[src/rtl/sram_wb_port0_ctrl.sv]
// Wishbone classic slave driving port 0 (RW) of a 32-bit OpenRAM macro.
// Every access takes four cycles: issue, SRAM negedge access, capture/ack, recover.
module sram_wb_port0_ctrl #(
    parameter logic [31:0] BASE_ADDR  = 32'h3000_0000,
    parameter int unsigned ADDR_WIDTH = 9,
    parameter int unsigned DATA_WIDTH = 32
) (
    input  logic                    wb_clk_i,
    input  logic                    wb_rst_i,
    input  logic                    wbs_cyc_i,
    input  logic                    wbs_stb_i,
    input  logic                    wbs_we_i,
    input  logic [DATA_WIDTH/8-1:0] wbs_sel_i,
    input  logic [31:0]             wbs_adr_i,
    input  logic [DATA_WIDTH-1:0]   wbs_dat_i,
    output logic                    wbs_ack_o,
    output logic [DATA_WIDTH-1:0]   wbs_dat_o,
    output logic                    sram_csb0,
    output logic                    sram_web0,
    output logic [DATA_WIDTH/8-1:0] sram_wmask0,
    output logic [ADDR_WIDTH-1:0]   sram_addr0,
    output logic [DATA_WIDTH-1:0]   sram_din0,
    input  logic [DATA_WIDTH-1:0]   sram_dout0
);

    typedef enum logic [1:0] {StIdle, StIssue, StWait, StAck} state_e;

    state_e                    state_q;
    logic                      op_we_q;
    logic                      ack_q;
    logic [DATA_WIDTH-1:0]     dat_q;
    logic                      csb_q;
    logic                      web_q;
    logic [DATA_WIDTH/8-1:0]   wmask_q;
    logic [ADDR_WIDTH-1:0]     addr_q;
    logic [DATA_WIDTH-1:0]     din_q;

    logic req_hit;
    logic unused_adr_lsb;

    assign req_hit = wbs_cyc_i & wbs_stb_i &
                     (wbs_adr_i[31:ADDR_WIDTH+2] == BASE_ADDR[31:ADDR_WIDTH+2]);
    assign unused_adr_lsb = ^wbs_adr_i[1:0];

    always_ff @(posedge wb_clk_i) begin
        if (wb_rst_i) begin
            state_q <= StIdle;
            op_we_q <= 1'b0;
            ack_q   <= 1'b0;
            dat_q   <= '0;
            csb_q   <= 1'b1;
            web_q   <= 1'b1;
            wmask_q <= '0;
            addr_q  <= '0;
            din_q   <= '0;
        end else begin
            unique case (state_q)
                StIdle: begin
                    if (req_hit) begin
                        addr_q  <= wbs_adr_i[ADDR_WIDTH+1:2];
                        din_q   <= wbs_dat_i;
                        op_we_q <= wbs_we_i;
                        web_q   <= ~wbs_we_i;
                        wmask_q <= wbs_we_i ? wbs_sel_i : '0;
                        csb_q   <= 1'b0;
                        state_q <= StIssue;
                    end
                end
                StIssue: begin
                    // Macro latched the request on this edge; release controls, hold addr/din.
                    csb_q   <= 1'b1;
                    web_q   <= 1'b1;
                    wmask_q <= '0;
                    state_q <= StWait;
                end
                StWait: begin
                    if (!op_we_q) begin
                        dat_q <= sram_dout0;
                    end
                    ack_q   <= wbs_cyc_i;
                    state_q <= StAck;
                end
                StAck: begin
                    ack_q   <= 1'b0;
                    state_q <= StIdle;
                end
                default: state_q <= StIdle;
            endcase
        end
    end

    assign wbs_ack_o   = ack_q;
    assign wbs_dat_o   = dat_q;
    assign sram_csb0   = csb_q;
    assign sram_web0   = web_q;
    assign sram_wmask0 = wmask_q;
    assign sram_addr0  = addr_q;
    assign sram_din0   = din_q;

endmodule

[config.mk]
export PLATFORM = sky130hd
export DESIGN_NAME = sram_wb_port0_ctrl
export DESIGN_NICKNAME = d
export VERILOG_FILES = /design/src/rtl/sram_wb_port0_ctrl.sv
export SDC_FILE = /design/constraint.sdc
export NUM_CORES = 1
export LEC_CHECK = 0
export CAP_MARGIN = 10
export CORE_UTILIZATION = 38
export CTS_BUF_LIST = sky130_fd_sc_hd__clkbuf_4 sky130_fd_sc_hd__clkbuf_8 sky130_fd_sc_hd__clkbuf_16
export DETAILED_ROUTE_END_ITERATION = 8
export PLACE_DENSITY = 0.8
export REMOVE_ABC_BUFFERS = 1
export SLEW_MARGIN = 25
export SYNTH_ARGS = -nofsm -noshare
export SYNTH_HDL_FRONTEND = slang
export SYNTH_SLANG_ARGS = --single-unit
[constraint.sdc]
create_clock -name wb_clk_i -period 2.05 [get_ports wb_clk_i]
set_input_delay 0.41 -clock wb_clk_i [delete_from_list [all_inputs] [get_ports wb_clk_i]]
set_output_delay 0.41 -clock wb_clk_i [all_outputs]
set_load 0.005 [all_outputs]
==> results.yml, run 1 <==
sta:
  slew_viol_final: 0
  timing.slew.headroom_pct: 67.1
  fmax_mhz: 511
  fin_skew_ns: 0.00588
  tns_ns: 0
  worst_slew_pin_slew_ns: 0.494
  worst_slack_ns: 0.0914
  setup_viol: 0
  whs_ns: 0.304
  rsz0062_at_grt: "no"
  period_needed_ns: 1.96
  final-hold-violation-count: 0
  post-route-period-util_pct: 95.5
die:
  die_y_um: 94.7
  die_area_um2: 8970
  fp.coreArea_um2: 8260
  ios: 185
  start_util_pct: 39.5
  row_count: 33
  dieWidth_um: 94.7
clocking:
  postCtsSetupRepairBufs: 0
  cts_buffer_depth: 2
  cts_sinks: 83
  cts_root_buf: "clkbuf_8"
  tritoncts: "built"
  clock_latency_ns: 0.33
  ctsResizeCount: 0
  path_clk_slew_ns: 0.09
  cts_buffers: 9
  cts_max_level: 3
  cts_hold_buffers: 0
final_layout:
  drive_gt1_share_pct: 7.88
  nets: 676
  area_delta_synth_final_pct: 65.2
  antenna_cells: 0
  stdcell_area_um2: 5400
global_routing:
  grt_pass1_wl_um: 15600
  grt_pass1_vias: 3266
  antenna_found_initial: 0
  grt_max_degree: 49
  grt_use_total_pct: 22.0
  grt.overflow.total: 0
logic_synthesis:
  synth_warnings: 0
  yosys.area_share.simple_pct: 18.8
  ys_types: 36
  synthAdderAreaFrac_pct: 1.92
  synth_compound_area_share_pct: 21.3
  avgSynthCellArea_um2: 8.44
  muxShareOfSynthArea_pct: 0.307
  yosysSeqAreaShare_pct: 50.9
  yosys_register_bits: 83
  synth_cells: 387
  synth_top_family_by_area: "compound AO/OA/AOI/OAI gates"
  synthesis.area_um2: 3270
  synth_xor_xnor_area_share_pct: 0
worst_setup_path:
  crit_fanout: 21
  reg2reg_depth: 7
  crit_buf_inv: 2
  r2r_slack_ns: 0.19
  cpLargestDelayFamily: "simple AND/OR/NAND/NOR gates"
  start_kind: "input pin"
  required_ns: 2.31
  crit_chain: "clkdlybuf4s50_1 -> or4_1 -> nor3_4 -> buf_12 -> nand3_1 -> a21oi_1"
  reg2reg_from: "state_q[0]"
  critPathSlowestCell: "or4_1"
  max_stage_delay_ns: 0.60
  endpoint_kind: "flop"
  path_class: "in2reg"
  r2r-end: "sram_din0[9]"
  crit_arrival_ns: 2.22
placed_design:
  port_buffers: 182
  place_area_um2: 5220
  preCtsSetupSlack_ns: -0.251
  dp_hpwl_um: 7230
  gp_congestion: 0.776
route:
  vias: 3468
  finalWirelength_um: 9890
  ant_nets: 0
  wl_per_cell_um: 14.6
  drt-pass1-iter-count: 4
  post_drt_via_cell_ratio: 5.13
  drtIter0Drc: 112
  drc: 0
worst_hold_path:
  hp-start: "wb_rst_i"
  hp-class: "in2reg"
  whs_path_depth: 2
  min_to: "op_we_q"
job:
  max-cap-violations: 0
power_and_ir_drop:
  ir_drop_v: 0.000428
  leakage_nw: 1.83
  pwr_density_cell_nw_per_um2: 687
  total_power_mw: 3.71
run_status:
  status: "finished, final reports clean"
==> sequential cells by signal, indices dropped and copies added, names as in the netlist <==
signal and count:
wbs_dat_o 32, state_q 2, sram_web0 1, wbs_ack_o 1
op_we_q 1, sram_csb0 1, sram_din0 32, sram_wmask0 4
sram_addr0 9
==> cells in the final DEF, fill, tap and decap left out, drive strengths merged, types with 5 or more instances in the layout <==
cell type,n
clkdlybuf4s50,181
dfxtp,83
a21oi,76
nand2,67
nand3,43
o21ai,42
buf,21
clkbuf,9
inv,6
nor3,6
ha,5
clkinv,5
==> cell families (layout without fill, tap and decap cells) <==
logic type / count (synthesis) / after routing
and+or+nand+nor: 130 / 130
AOI/OAI and AO/OA: 129 / 129
DFF: 83 / 83
buffers and inverters: 39 / 223
adders and majority gates: 5 / 5
muxes: 1 / 1
==> how the worst max path moves through the flow <==
stage	start	endpoint	slack (ns)	depth (start not counted)
finish	wbs_adr_i[11]	sram_din0[9]	0.09	6
global route	wbs_adr_i[11]	sram_din0[18]	0.03	6
CTS	wbs_adr_i[11]	sram_din0[9]	0.09	6
detailed placement	wbs_adr_i[11]	sram_din0[9]	-0.25	6
global placement	wbs_adr_i[13]	sram_wmask0[3]	-0.19	5
floorplan	wbs_adr_i[25]	sram_wmask0[0]	-0.49	4
==> worst register-to-register path: cells and delay by family, from the launching register on <==
kind | cells | cell delay (ns)
AOI/OAI and AO/OA | 1 | 0.16
adders and majority gates | 1 | 0.25
DFF | 1 | 0.33
and+or+nand+nor | 2 | 0.49
buffers and inverters | 3 | 0.56
==> synth_stat cells <==
master / instances / area share (%)
a211oi_1: 1 / 0.23
a21oi_1: 75 / 11
a21oi_2: 1 / 0.27
a221oi_2: 1 / 0.46
a22o_1: 4 / 1.1
a32oi_1: 1 / 0.27
and4_1: 1 / 0.27
buf_1: 2 / 0.23
buf_2: 1 / 0.15
buf_6: 4 / 1.4
buf_8: 4 / 1.8
clkbuf_1: 23 / 2.6
clkinv_1: 1 / 0.11
dfxtp_1: 83 / 51
ha_1: 5 / 1.9
inv_1: 4 / 0.46
mux2i_1: 1 / 0.31
nand2_1: 67 / 7.7
nand2b_1: 1 / 0.19
nand3_1: 43 / 6.6
nand4_1: 1 / 0.19
nand4b_1: 1 / 0.27
nor2_1: 2 / 0.23
nor2b_1: 1 / 0.19
nor3_1: 4 / 0.61
nor3_2: 1 / 0.31
nor3_4: 1 / 0.50
nor4_1: 3 / 0.57
nor4bb_1: 2 / 0.61
o211ai_1: 1 / 0.23
o21ai_1: 42 / 6.4
o311a_1: 1 / 0.31
o311ai_1: 1 / 0.27
o31ai_1: 1 / 0.23
or4_1: 1 / 0.23
or4_4: 1 / 0.34
==> cell type report <==
cell class                 instances  area, um2
fill                             688       2860
timing repair buffer             202       2020
sequential                        83       1660
multi-input combinational        265       1390
tap                              105        131
clock buffer                       9        124
clock inverter                     7       52.6
inverter                           5       18.8
==> metrics by stage <==
stage,utilization (%),cells
final,65.3,676
after global routing,65.3,676
after CTS,65.3,676
after detailed placement,63.2,660
after global placement,63.2,660
after floorplan,-,353
==> routing by layer <==
metal  part of all wire [%]  wire [um]  GRT usage [%]  vias up
li1                       -          -              -     1713
met1                     41       4080           25.8     1617
met2                     48       4740           37.0      129
met3                     10        989           9.02        9
met4                   0.87         86           5.56        0
met5                      0          0              0        -
==> power breakdown <==
group / switching (mW) / internal, mW / total, mW
Sequential: 0.0702 / 1.74 / 1.81
Clock: 0.604 / 0.449 / 1.05
Combinational: 0.347 / 0.495 / 0.842
No activity file was read; power rests on OpenSTA's default activity.
==> inputs of run 2 (changes only) <==
Settings changed: SLEW_MARGIN 25 to unset.
==> results of run 2 <==
The final DEF is identical to that of run 1; final timing and power are the same.
==> inputs of run 3 (changes only) <==
Settings changed: CAP_MARGIN 10 to 20, CTS_CLUSTER_SIZE set to 28.
==> results of run 3 <==
The final DEF is identical to that of run 1; final timing and power are the same.
